## config.mk

```make
export PLATFORM = sky130hd
export DESIGN_NAME = ysyx_22041211_mul_div_flat
export DESIGN_NICKNAME = d
export VERILOG_FILES = /design/src/rtl/ysyx_22041211_mul_div_if.sv /design/src/rtl/ysyx_22041211_mul_div.sv /design/src/flat_wrapper.sv
export SDC_FILE = /design/constraint.sdc
export NUM_CORES = 1
export LEC_CHECK = 0
export BUFFER_PORTS_ARGS = -buffer_cell sky130_fd_sc_hd__buf_2
export CAP_MARGIN = 30
export CORE_MARGIN = 4
export CORE_UTILIZATION = 24
export DETAILED_ROUTE_END_ITERATION = 6
export GPL_TIMING_DRIVEN = 0
export PLACE_DENSITY = 0.4
export SYNTH_ARGS = -nofsm -noshare
export SYNTH_HDL_FRONTEND = slang
export SYNTH_SLANG_ARGS = --single-unit
```

## constraint.sdc

```tcl
create_clock -name clk -period 8.9 [get_ports clk]
set_clock_uncertainty 0.1 [all_clocks]
set_input_delay 0.445 -clock clk [delete_from_list [all_inputs] [get_ports clk]]
set_output_delay 0.445 -clock clk [all_outputs]
set_load 0.005 [all_outputs]
```

## src/rtl/ysyx_22041211_mul_div_if.sv

```systemverilog
// Request/response bundle for the iterative multiply/divide unit.
// The master drives the request and consumes the result; the slave is the unit itself.
interface ysyx_22041211_mul_div_if #(
   parameter int unsigned DATA_LEN = 32
) ();
   logic                in_valid;
   logic                in_ready;
   logic [2:0]          md_op;
   logic [DATA_LEN-1:0] src1;
   logic [DATA_LEN-1:0] src2;
   logic                flush;
   logic                out_valid;
   logic                out_ready;
   logic [DATA_LEN-1:0] result;
   logic                result_zero_o;
   logic                div_by_zero_o;

   modport master (
      output in_valid, md_op, src1, src2, flush, out_ready,
      input  in_ready, out_valid, result, result_zero_o, div_by_zero_o
   );

   modport slave (
      input  in_valid, md_op, src1, src2, flush, out_ready,
      output in_ready, out_valid, result, result_zero_o, div_by_zero_o
   );
endinterface

```

## src/rtl/ysyx_22041211_mul_div.sv

```systemverilog
// Iterative RV-M style multiply/divide unit: one bit per cycle shift-add multiply and restoring
// divide on operand magnitudes, with sign fix-up on the final cycle.
module ysyx_22041211_mul_div #(
   parameter int unsigned DATA_LEN = 32
) (
   input logic                     clk,
   input logic                     rst_n,
   ysyx_22041211_mul_div_if.slave  md
);
   localparam int unsigned CntW = $clog2(DATA_LEN + 1);
   localparam logic [DATA_LEN-1:0] MinNeg = {1'b1, {(DATA_LEN - 1){1'b0}}};

   typedef enum logic [1:0] {StIdle, StCalc, StDone} state_e;

   state_e                state_q;
   logic [CntW-1:0]       cnt_q;
   logic [DATA_LEN:0]     hi_q;    // product high half (+carry) or partial remainder
   logic [DATA_LEN-1:0]   lo_q;    // multiplier being shifted out or quotient being shifted in
   logic [DATA_LEN-1:0]   opnd_q;  // multiplicand or divisor magnitude
   logic [2:0]            op_q;
   logic                  neg_q;
   logic [DATA_LEN-1:0]   result_q;
   logic                  zero_q;
   logic                  dbz_q;
   logic                  in_ready_q;
   logic                  out_valid_q;

   logic                  is_div, s1_signed, s2_signed, neg1, neg2, neg_new;
   logic                  div_zero, div_ovf;
   logic [DATA_LEN-1:0]   mag1, mag2, special_res;
   logic [DATA_LEN:0]     sum, rem_sh, hi_n;
   logic [DATA_LEN-1:0]   lo_n;
   logic [2*DATA_LEN-1:0] prod, prod_fix;
   logic [DATA_LEN-1:0]   div_val, div_fix, final_res;

   // Request decode and operand preparation.
   always_comb begin
      is_div    = md.md_op[2];
      s1_signed = is_div ? ~md.md_op[0] : (md.md_op[1:0] == 2'b01 || md.md_op[1:0] == 2'b10);
      s2_signed = is_div ? ~md.md_op[0] : (md.md_op[1:0] == 2'b01);
      neg1      = s1_signed & md.src1[DATA_LEN-1];
      neg2      = s2_signed & md.src2[DATA_LEN-1];
      mag1      = neg1 ? -md.src1 : md.src1;
      mag2      = neg2 ? -md.src2 : md.src2;
      neg_new   = (md.md_op == 3'b110) ? neg1 : (neg1 ^ neg2);
      div_zero  = is_div & (md.src2 == '0);
      div_ovf   = is_div & ~md.md_op[0] & (md.src1 == MinNeg) & (&md.src2);
      if (div_zero) begin
         special_res = md.md_op[1] ? md.src1 : '1;
      end else begin
         special_res = md.md_op[1] ? '0 : md.src1;
      end
   end

   // One iteration step and the final signed fix-up.
   always_comb begin
      sum    = lo_q[0] ? (hi_q + {1'b0, opnd_q}) : hi_q;
      rem_sh = {hi_q[DATA_LEN-1:0], lo_q[DATA_LEN-1]};
      if (op_q[2]) begin
         if (rem_sh >= {1'b0, opnd_q}) begin
            hi_n = rem_sh - {1'b0, opnd_q};
            lo_n = {lo_q[DATA_LEN-2:0], 1'b1};
         end else begin
            hi_n = rem_sh;
            lo_n = {lo_q[DATA_LEN-2:0], 1'b0};
         end
      end else begin
         hi_n = {1'b0, sum[DATA_LEN:1]};
         lo_n = {sum[0], lo_q[DATA_LEN-1:1]};
      end

      prod     = {hi_q[DATA_LEN-1:0], lo_q};
      prod_fix = neg_q ? -prod : prod;
      div_val  = op_q[1] ? hi_q[DATA_LEN-1:0] : lo_q;
      div_fix  = neg_q ? -div_val : div_val;
      if (op_q[2]) begin
         final_res = div_fix;
      end else if (op_q[1:0] == 2'b00) begin
         final_res = prod_fix[DATA_LEN-1:0];
      end else begin
         final_res = prod_fix[2*DATA_LEN-1:DATA_LEN];
      end
   end

   always_ff @(posedge clk or negedge rst_n) begin
      if (!rst_n) begin
         state_q     <= StIdle;
         cnt_q       <= '0;
         hi_q        <= '0;
         lo_q        <= '0;
         opnd_q      <= '0;
         op_q        <= '0;
         neg_q       <= 1'b0;
         result_q    <= '0;
         zero_q      <= 1'b0;
         dbz_q       <= 1'b0;
         in_ready_q  <= 1'b1;
         out_valid_q <= 1'b0;
      end else if (md.flush) begin
         state_q     <= StIdle;
         cnt_q       <= '0;
         zero_q      <= 1'b0;
         dbz_q       <= 1'b0;
         in_ready_q  <= 1'b1;
         out_valid_q <= 1'b0;
      end else begin
         unique case (state_q)
            StIdle: begin
               if (md.in_valid) begin
                  op_q       <= md.md_op;
                  neg_q      <= neg_new;
                  cnt_q      <= '0;
                  in_ready_q <= 1'b0;
                  if (div_zero || div_ovf) begin
                     // Corner cases bypass the iteration entirely.
                     result_q    <= special_res;
                     zero_q      <= (special_res == '0);
                     dbz_q       <= div_zero;
                     out_valid_q <= 1'b1;
                     state_q     <= StDone;
                  end else begin
                     hi_q    <= '0;
                     lo_q    <= is_div ? mag1 : mag2;
                     opnd_q  <= is_div ? mag2 : mag1;
                     state_q <= StCalc;
                  end
               end
            end
            StCalc: begin
               if (cnt_q == CntW'(DATA_LEN)) begin
                  result_q    <= final_res;
                  zero_q      <= (final_res == '0);
                  out_valid_q <= 1'b1;
                  state_q     <= StDone;
               end else begin
                  hi_q  <= hi_n;
                  lo_q  <= lo_n;
                  cnt_q <= cnt_q + CntW'(1);
               end
            end
            StDone: begin
               if (md.out_ready) begin
                  zero_q      <= 1'b0;
                  dbz_q       <= 1'b0;
                  out_valid_q <= 1'b0;
                  in_ready_q  <= 1'b1;
                  state_q     <= StIdle;
               end
            end
            default: state_q <= StIdle;
         endcase
      end
   end

   assign md.in_ready      = in_ready_q;
   assign md.out_valid     = out_valid_q;
   assign md.result        = result_q;
   assign md.result_zero_o = zero_q;
   assign md.div_by_zero_o = dbz_q;
endmodule

```

## src/flat_wrapper.sv

```systemverilog
// flat-port wrapper written by rule: the top's interface ports become plain ports
module ysyx_22041211_mul_div_flat 
#(
   parameter int unsigned DATA_LEN = 32
)
  (clk, rst_n, md_in_valid, md_md_op, md_src1, md_src2, md_flush, md_out_ready, md_in_ready, md_out_valid, md_result, md_result_zero_o, md_div_by_zero_o);
  ysyx_22041211_mul_div_if #(.DATA_LEN(DATA_LEN)) md_i ();
  input logic clk;
  input logic rst_n;
  input wire logic [$bits(md_i.in_valid)-1:0] md_in_valid;
  input wire logic [$bits(md_i.md_op)-1:0] md_md_op;
  input wire logic [$bits(md_i.src1)-1:0] md_src1;
  input wire logic [$bits(md_i.src2)-1:0] md_src2;
  input wire logic [$bits(md_i.flush)-1:0] md_flush;
  input wire logic [$bits(md_i.out_ready)-1:0] md_out_ready;
  output wire logic [$bits(md_i.in_ready)-1:0] md_in_ready;
  output wire logic [$bits(md_i.out_valid)-1:0] md_out_valid;
  output wire logic [$bits(md_i.result)-1:0] md_result;
  output wire logic [$bits(md_i.result_zero_o)-1:0] md_result_zero_o;
  output wire logic [$bits(md_i.div_by_zero_o)-1:0] md_div_by_zero_o;
  assign md_i.in_valid = md_in_valid;
  assign md_i.md_op = md_md_op;
  assign md_i.src1 = md_src1;
  assign md_i.src2 = md_src2;
  assign md_i.flush = md_flush;
  assign md_i.out_ready = md_out_ready;
  assign md_in_ready = md_i.in_ready;
  assign md_out_valid = md_i.out_valid;
  assign md_result = md_i.result;
  assign md_result_zero_o = md_i.result_zero_o;
  assign md_div_by_zero_o = md_i.div_by_zero_o;
  ysyx_22041211_mul_div #(.DATA_LEN(DATA_LEN)) u_core (.clk(clk), .rst_n(rst_n), .md(md_i));
endmodule
```

Word level (Yosys, flattened, before mapping)
Index checks and enable logic that the tools add are counted.
Operators by class
  $add $sub $neg: 7
  $lt $le $gt $ge: 1
  eq/ne operators: 17
  muxes and demuxes: 61
  bitwise operators: 10
  reduce and logical (&&, ||, !) cells: 21
Operators with widths (number)
  $mux 32: 18
  $mux 33: 6
  $pmux 32 s2: 2
  $logic_not 32->1: 3
  $neg 32->32: 3
  $pmux 33 s2: 1
  $mux 64: 1
  $neg 64->64: 1
  $add 33x32->33: 1
  $ge 33x32->1: 1
  $sub 33x32->33: 1
  $eq 32x32->1 const B: 1
  $reduce_and 32->1: 1
  $mux 1: 19
  $mux 6: 3
  $reduce_and 5->1: 3
  $pmux 6 s2: 1
  $reduce_and 3->1: 4
  $mux 2: 5
  $ne 3x3->1 const B: 3
  $reduce_and 4->1: 2
  $add 6x1->6 const B: 1
  $and 1x1->1: 6
  $eq 6x6->1 const B: 1
  other kinds (16): 29
Word-level totals
  register bits after elaboration: 145
  bits of input ports: 72
  output and inout port bits: 36

Longest topological paths before layout
Gate-level depths: netlist (run 1).
  depth in word-level cells: 9
  gate-level depth with buffers: 17
  gate-level depth less buffers: 14

Worst setup path before layout (run 1)
OpenSTA, ideal clock, no wires.
  path kind: register to register
  from: reg u_core.op_q[1]
  to: reg u_core.zero_q, in the netlist u_core.md.result_zero_o
  library setup time: 0.076 ns
  arrival time: 4.507 ns
  slack: 4.217 ns
  cell stages (with the launch flop): 18
  buffers on the path: 6
  clock period less this slack: 4.683 ns
  cell sequence: dfrtp_1 > clkbuf_1 > buf_2 > buf_1 > clkbuf_1 > buf_1 > buf_1 > mux2i_1 > ha_1 > o21ai_0 > a21o_1 > a41o_1 > or3_1 > nor4_1 > nand4_1 > a2111oi_0 > nand4_1 > o21ai_1
On the way
  longest elaborated chain between the ends: 8
Ends and longest elaborated chain
  start, declared: RTL line ysyx_22041211_mul_div.sv:20  | logic [2:0] op_q;
  start signal, assigned: RTL line ysyx_22041211_mul_div.sv:110  | op_q <= md.md_op;
  $mux 32: RTL line ysyx_22041211_mul_div.sv:74  | div_val = op_q[1] ? hi_q[DATA_LEN-1:0] : lo_q;
  $neg 32->32: RTL line ysyx_22041211_mul_div.sv:75  | div_fix = neg_q ? -div_val : div_val;
  $mux 32: RTL line ysyx_22041211_mul_div.sv:75
  $mux 32 *: RTL line ysyx_22041211_mul_div.sv:76  | if (op_q[2]) begin
  $logic_not 32->1 *: RTL line ysyx_22041211_mul_div.sv:132  | zero_q <= (final_res == '0);
  $mux 1 *: RTL line ysyx_22041211_mul_div.sv:130  | if (cnt_q == CntW'(DATA_LEN)) begin
  $pmux 1 s3 *: RTL line ysyx_22041211_mul_div.sv:107  | unique case (state_q)
  $mux 1 *: RTL line ysyx_22041211_mul_div.sv:99  | end else if (md.flush) begin
  end signal, assigned: RTL line ysyx_22041211_mul_div.sv:117  | zero_q <= (special_res == '0);
  end signal, assigned: RTL line ysyx_22041211_mul_div.sv:132
  end, declared: RTL line ysyx_22041211_mul_div.sv:23  | logic zero_q;
Mark *: on every way between the ends. The rest lies on a longest branch, timed or not. The select of a mux whose other input is x is not followed.
A chain may end at the register's enable or synchronous reset.

Worst setup path after layout (run 1)
Same ends and word-level chain as after synthesis.

==> results of run 1 <==
==> registers in the layout, summed over array words and instances, names as in the netlist, 2 cells and up <==
| name | flops |
|---|---|
| u_core.state_q | 2 |
| u_core.opnd_q | 32 |
| u_core.md.result | 32 |
| u_core.lo_q | 32 |
| u_core.op_q | 3 |
| u_core.hi_q | 33 |
| u_core.cnt_q | 6 |
==> worst paths after layout <==
kind | startpoint | end | slack (ps)
max in group asynchronous | rst_n | u_core.hi_q[22] | 7420
setup reg to reg | u_core.op_q[1] | u_core.md.result_zero_o | 300
hold reg to reg | u_core.md.result[26] | u_core.md.result[26] | 400
setup / recovery | u_core.op_q[1] | u_core.md.result_zero_o | 300
hold / removal | md_md_op[0] | u_core.op_q[0] | 230
min in group asynchronous | rst_n | u_core.cnt_q[2] | 330
==> cell families after synthesis <==
group / after synthesis / share of synthesized area, %
adders and majority gates: 78 / 5.90
and+or+nand+nor: 741 / 21.1
AOI/OAI and AO/OA: 785 / 29.2
buffers and inverters: 266 / 6.15
muxes: 105 / 6.65
DFF: 145 / 21.6
xor gates and xnor gates: 180 / 9.38
==> Yosys cell counts (all sizes together) (36+ instances only) <==
cell type  number
a21oi         228
nor2          223
nand2         222
o21ai         222
clkbuf        151
dfrtp         144
xnor2         110
inv            77
ha             76
xor2           70
nor3           62
a211oi         59
mux2           53
mux2i          52
a21o           39
nand3          39
a31oi          38
buf            38
nor4           36
==> stage by stage <==
stage	total power [mW]	setup slack, ps
2_1_floorplan	5.04	4220
3_3_place_gp	7.31	789
3_5_place_dp	7.32	947
4_1_cts	8.21	915
5_1_grt	8.86	603
6_report	8.36	298
==> per-layer routing <==
metal / vias to the layer above / track usage, % / part of all wire [%]
li1: 8701 / - / -
met3: 168 / 3.90 / 7.2
met1: 9452 / 31.5 / 44
met5: - / 0 / 0
met2: 826 / 37.0 / 45
met4: 0 / 9.52 / 4.2
==> layout make-up <==
class	count	area, um^2
Fill cell	7704	49700
Multi-Input combinational cell	1889	12200
Sequential cell	145	3630
Tap cell	931	1160
Buffer	189	744
Timing Repair Buffer	115	618
Clock buffer	18	439
Inverter	77	289
Clock inverter	14	226
Antenna cell	3	7.51
==> power groups by stage <==
stage | logic (mW) | clock network [mW] | registers [mW]
global placement | 6.00 | 0 | 1.31
detailed placement | 6.01 | 0 | 1.31
CTS | 6.04 | 0.872 | 1.30
global route | 6.62 | 0.900 | 1.34
floorplan | 3.91 | 0 | 1.12
finish | 6.19 | 0.853 | 1.31
==> critical path, cell delays in order, from the launching register on <==
cell and delay, ps:
dfrtp_1 320, clkbuf_1 490, buf_2 420, buf_1 660, clkbuf_1 720, buf_1 720, buf_1 700, mux2i_1 320
ha_1 250, o21ai_0 380, a221oi_1 1110, nand2_1 240, o21ai_0 330, xnor2_1 130, a222oi_1 1070, nor4_1 90
nand4_1 280, o21ai_1 120
==> reports/qor.tcl, run 1 <==
set qor(outcome) {finished, violations left}
set qor(failed_checks) {design-rule violations}
set qor(num-nets-final) 2584
set qor(power_frac_comb_pct) 74.1
set qor(tightest_slew_ps) 1400
set qor(grt.total_usage_pct) 23.3
set qor(io_pins) 108
set qor(timing.max_slew.rel_slack_pct) 6.95
set qor(timing_hold_violations_final) 0
set qor(p_int_mw) 3.48
set qor(final_core_utilization_pct) 28.0
set qor(whs_path_depth) 3
set qor(route.detailed.drc) 3
set qor(power_frac_seq_pct) 15.7
set qor(synth_area_mm2) 0.0168
set qor(clkTransAtPathRegs_ps) 70
set qor(num_vias) 19100
set qor(ys_seq_elements) 145
set qor(yosysTopAreaCellShare_pct) 21.4
set qor(fin_tns_setup_ps) 0
set qor(grt_first_pass_wirelength_um) 128000
set qor(rsz0062_at_grt) {false}
set qor(gp_congestion) 0.968
set qor(post_layout_nonfiller_instances) 3381
set qor(synthTopCellsByArea) {dfrtp_1 21%, a21oi_1 6.8%, o21ai_0 6.5%, xnor2_1 5.7%, ha_1 5.7%}
set qor(cts_buffers) 17
set qor(vdd.ir_drop.worst_mv) 0.168
set qor(rows) 96
set qor(setup_viol_count_final) 0
set qor(io_buffers) 106
set qor(netlist_instances) 2300
set qor(post_cts_buffers) 0
set qor(netSwitchingPower_mw) 4.88
set qor(synthesis.nets) 2450
set qor(ys.warnings.count) 0
set qor(avgRoutedWirePerCell_um) 26.3
set qor(grt_antenna_before_repair) 1
set qor(critical_path_peak_fanout) 10
set qor(timing.hold.worst.class) {input port to flip-flop}
set qor(holdBufCountCts) 1
set qor(power_per_cell_area_mw_per_mm2) 434
set qor(most-common-layout-cells) {228 x a21oi_1, 222 x nor2_1, 222 x nand2_1}
set qor(start_util_pct) 24.4
set qor(globalRouteOverflowTotal) 0
set qor(period_minus_slack_ps) 8600
set qor(power.share.switching_pct) 58.4
set qor(syn_avg_cell_area_um2) 7.31
set qor(placed_area_mm2) 0.0186
set qor(design_area_mm2) 0.0193
set qor(clock_tree.htree_level_count) 4
set qor(proportion_of_layout_cells_with_a_drive_suffix_above_1_pct) 10.6
set qor(syn2layout_area_growth_pct) 14.7
set qor(final_max_slew_viol_count) 0
set qor(timing.critical_path.to_type) {flip-flop}
set qor(post-synth-top-area-cell) {dfrtp_1}
set qor(synth_sequential_area_ratio_pct) 21.6
set qor(chipHeight_um) 273
set qor(max_cap_violations) 0
set qor(timing.fmax_ghz) 0.116
set qor(place_inst) 3344
set qor(grt_start_max_net_pins) 104
set qor(worst-endpoint-required_ps) 9150
set qor(die-area_mm2) 0.0743
set qor(synth_cell_type_count) 87
set qor(post-dp-hpwl_um) 70700
set qor(timing.setup.critical_path_class) {flip-flop to flip-flop}
set qor(synth_enable_flop_cells) 0
set qor(clock_tree_from_tritoncts) {done}
set qor(routed_wirelength_um) 89000
set qor(hold_slack_ps) 228
set qor(total_leakage_power_nw) 7.68
set qor(dr.first_iter.drc_count) 1978
set qor(first_global_vias) 18400
set qor(die_width_um) 273
set qor(cts-root-buf) {clkbuf_16}
set qor(drt-pass1-iter-count) 7
set qor(ctsResizeCount) 0
set qor(reg2reg_depth) 17
set qor(layout_worst_path_cycle_share_pct) 96.6
set qor(clk_path_buf_depth) 2
set qor(pwr-share-clk_pct) 10.2
set qor(setup.worst_path.start_class) {flip-flop}
set qor(clock_insertion_delay_worst_skew_ps) 480
set qor(final_common_cell) {a21oi_1}
set qor(async_flop_share_pct) 100
set qor(drtAntennaViolNets) 0
set qor(routed_via_density) 5.66
set qor(core_area_mm2) 0.0689
set qor(cts.sink_count) 145
set qor(timing.critical_path.arrival_ps) 8860
set qor(synth-main-ff-cell) {dfrtp_1}
(Power assumes the default switching activity.)
==> inputs of run 2 (changes only) <==
==> constraint.sdc (replaced) <==
create_clock -name clk -period 8.9 [get_ports clk]
set_clock_uncertainty 0.1 [all_clocks]
set_input_delay 0.89 -clock clk [delete_from_list [all_inputs] [get_ports clk]]
set_output_delay 0.89 -clock clk [all_outputs]
set_load 0.005 [all_outputs]
==> run 2 against run 1 <==
Net effect: the run now ends clean; clock power barely moved; power barely moved; critical path depth did not move; largest power group unchanged.
==> reports/qor.tcl, run 2 (synthesis results as in run 1) <==
set qor(outcome) {complete, no violations}
set qor(io_pins) 108
set qor(grt_antenna_before_repair) 1
set qor(power_per_cell_area_mw_per_mm2) 434
set qor(post_cts_buffers) 0
set qor(total_leakage_power_nw) 7.68
set qor(max_cap_violations) 0
set qor(timing.setup.critical_path_class) {flip-flop to flip-flop}
set qor(route.detailed.drc) 0
set qor(setup.worst_path.start_class) {flip-flop}
set qor(final_critical_path_setup_slack_ps) 355
set qor(dr.first_iter.drc_count) 2046
set qor(cts-root-buf) {clkbuf_16}
set qor(global_route.usage.met3_pct) 3.90
set qor(critPathMostFrequentCell) {buf_1}
set qor(clkTransAtPathRegs_ps) 70
set qor(clock_tree_from_tritoncts) {done}
set qor(use_met2_pct) 37.0
set qor(grt_first_pass_wirelength_um) 128000
set qor(timing_hold_violations_final) 0
set qor(vdd.ir_drop.worst_mv) 0.168
set qor(top_usage_layer) {met2}
set qor(die-area_mm2) 0.0743
set qor(placed_area_mm2) 0.0186
set qor(most-common-layout-cells) {228 x a21oi_1, 222 x nor2_1, 222 x nand2_1}
set qor(cts.sink_count) 145
set qor(chipHeight_um) 273
set qor(clk_path_buf_depth) 2
set qor(core_area_mm2) 0.0689
set qor(largest_reg_flops) 33
set qor(routed_wirelength_um) 88800
set qor(design_area_mm2) 0.0193
set qor(critical_path_peak_fanout) 10
set qor(pre_cts_ws_ps) 947
set qor(cts_buffers) 17
set qor(avgRoutedWirePerCell_um) 26.3
set qor(critPathTopFamily) {buffers and inverters}
set qor(fin_tns_setup_ps) 0
set qor(top_register) {u_core.hi_q}
set qor(start_util_pct) 24.4
set qor(post-dp-hpwl_um) 70700
set qor(grt_start_max_net_pins) 104
set qor(period_minus_slack_ps) 8540
set qor(worst_path_largest_cell_delay_ps) 1090
set qor(rows) 96
set qor(layout_worst_path_cycle_share_pct) 96.0
set qor(syn2layout_area_growth_pct) 14.6
set qor(grt.total_usage_pct) 23.3
set qor(io_buffers) 106
set qor(proportion_of_layout_cells_with_a_drive_suffix_above_1_pct) 10.6
set qor(grtUsageMet1_pct) 31.4
set qor(drtAntennaViolNets) 0
set qor(rsz0062_at_grt) {false}
set qor(clock_insertion_delay_worst_skew_ps) 480
set qor(num_vias) 19100
set qor(gp_congestion) 0.968
set qor(timing.hold.worst.class) {input port to async pin}
set qor(timing.critical_path.arrival_ps) 8800
set qor(drt-pass1-iter-count) 6
set qor(routed_via_density) 5.66
set qor(timing.fmax_ghz) 0.117
set qor(holdBufCountCts) 0
set qor(final_max_slew_viol_count) 0
set qor(globalRouteOverflowTotal) 0
set qor(clock_tree.htree_level_count) 4
set qor(worst-endpoint-required_ps) 9160
set qor(worst_path_max_delay_cell) {a221oi_1}
set qor(final_common_cell) {a21oi_1}
set qor(first_global_vias) 18400
set qor(timing.max_slew.rel_slack_pct) 6.02
set qor(die_width_um) 273
set qor(worstPathBufferInverterCount) 6
set qor(setup_viol_count_final) 0
set qor(ctsResizeCount) 0
set qor(num-nets-final) 2583
set qor(crit_chain) {clkbuf_1 > buf_2 > buf_1 > clkbuf_1 > buf_1 > buf_1 > mux2i_1 > ha_1 > o21ai_0 > a221oi_1 > nand2_1 > o21ai_0 > xnor2_1 > a222oi_1 > nor4_1 > nand4_1 > o21ai_1}
set qor(timing.critical_path.to_type) {flip-flop}
set qor(tightest_slew_ps) 1410
==> run 2: cell types whose count changed in the layout (fill, tap and decap cells not counted) <==
cell / delta
diode_2: -1
dlygate4sd3_1: -1
==> run 2: report_power, final <==
| group | switching [mW] | internal [mW] |
|---|---|---|
| sequential | 0.376 | 0.937 |
| clock | 0.345 | 0.509 |
| combinational | 4.16 | 2.03 |
==> run 2: cell type report <==
type | count | area (um^2)
Antenna cell | 2 | 5.00
Buffer | 189 | 744
Clock buffer | 18 | 439
Clock inverter | 14 | 226
Fill cell | 7704 | 49700
Inverter | 77 | 289
Multi-Input combinational cell | 1889 | 12200
Sequential cell | 145 | 3630
Tap cell | 931 | 1160
Timing Repair Buffer | 114 | 608
==> run 2: worst paths after layout <==
| check | startpoint | end | slack (ps) | cells after the start |
|---|---|---|---|---|
| max | u_core.op_q[1] | u_core.md.result_zero_o | 360 | 17 |
| min | rst_n | u_core.cnt_q[2] | 190 | 1 |
| max reg2reg | u_core.op_q[1] | u_core.md.result_zero_o | 360 | 17 |
| min reg2reg | u_core.md.result[26] | u_core.md.result[26] | 400 | 1 |
| max in group asynchronous | rst_n | u_core.hi_q[22] | 7570 | 2 |
| min in group clk | u_core.md.result[26] | u_core.md.result[26] | 400 | 1 |
==> run 2: metal layers <==
| layer | routed length, um | part of all wire [%] |
|---|---|---|
| met3 | 6330 | 7.1 |
| met4 | 3790 | 4.3 |
| met1 | 39000 | 44 |
| met2 | 39600 | 45 |
| met5 | 0 | 0 |
==> run 2: per-stage QoR <==
stage / hold WS, ps / std cells / util (%) / total power, mW
after floorplan: 368 / 2300 / - / 5.04
after global placement: 391 / 3337 / 26.8 / 7.31
after detailed placement: 391 / 3344 / 27.0 / 7.32
after CTS: 182 / 3376 / 27.9 / 8.21
after global routing: 193 / 3377 / 27.9 / 8.86
final: 191 / 3379 / 27.9 / 8.36
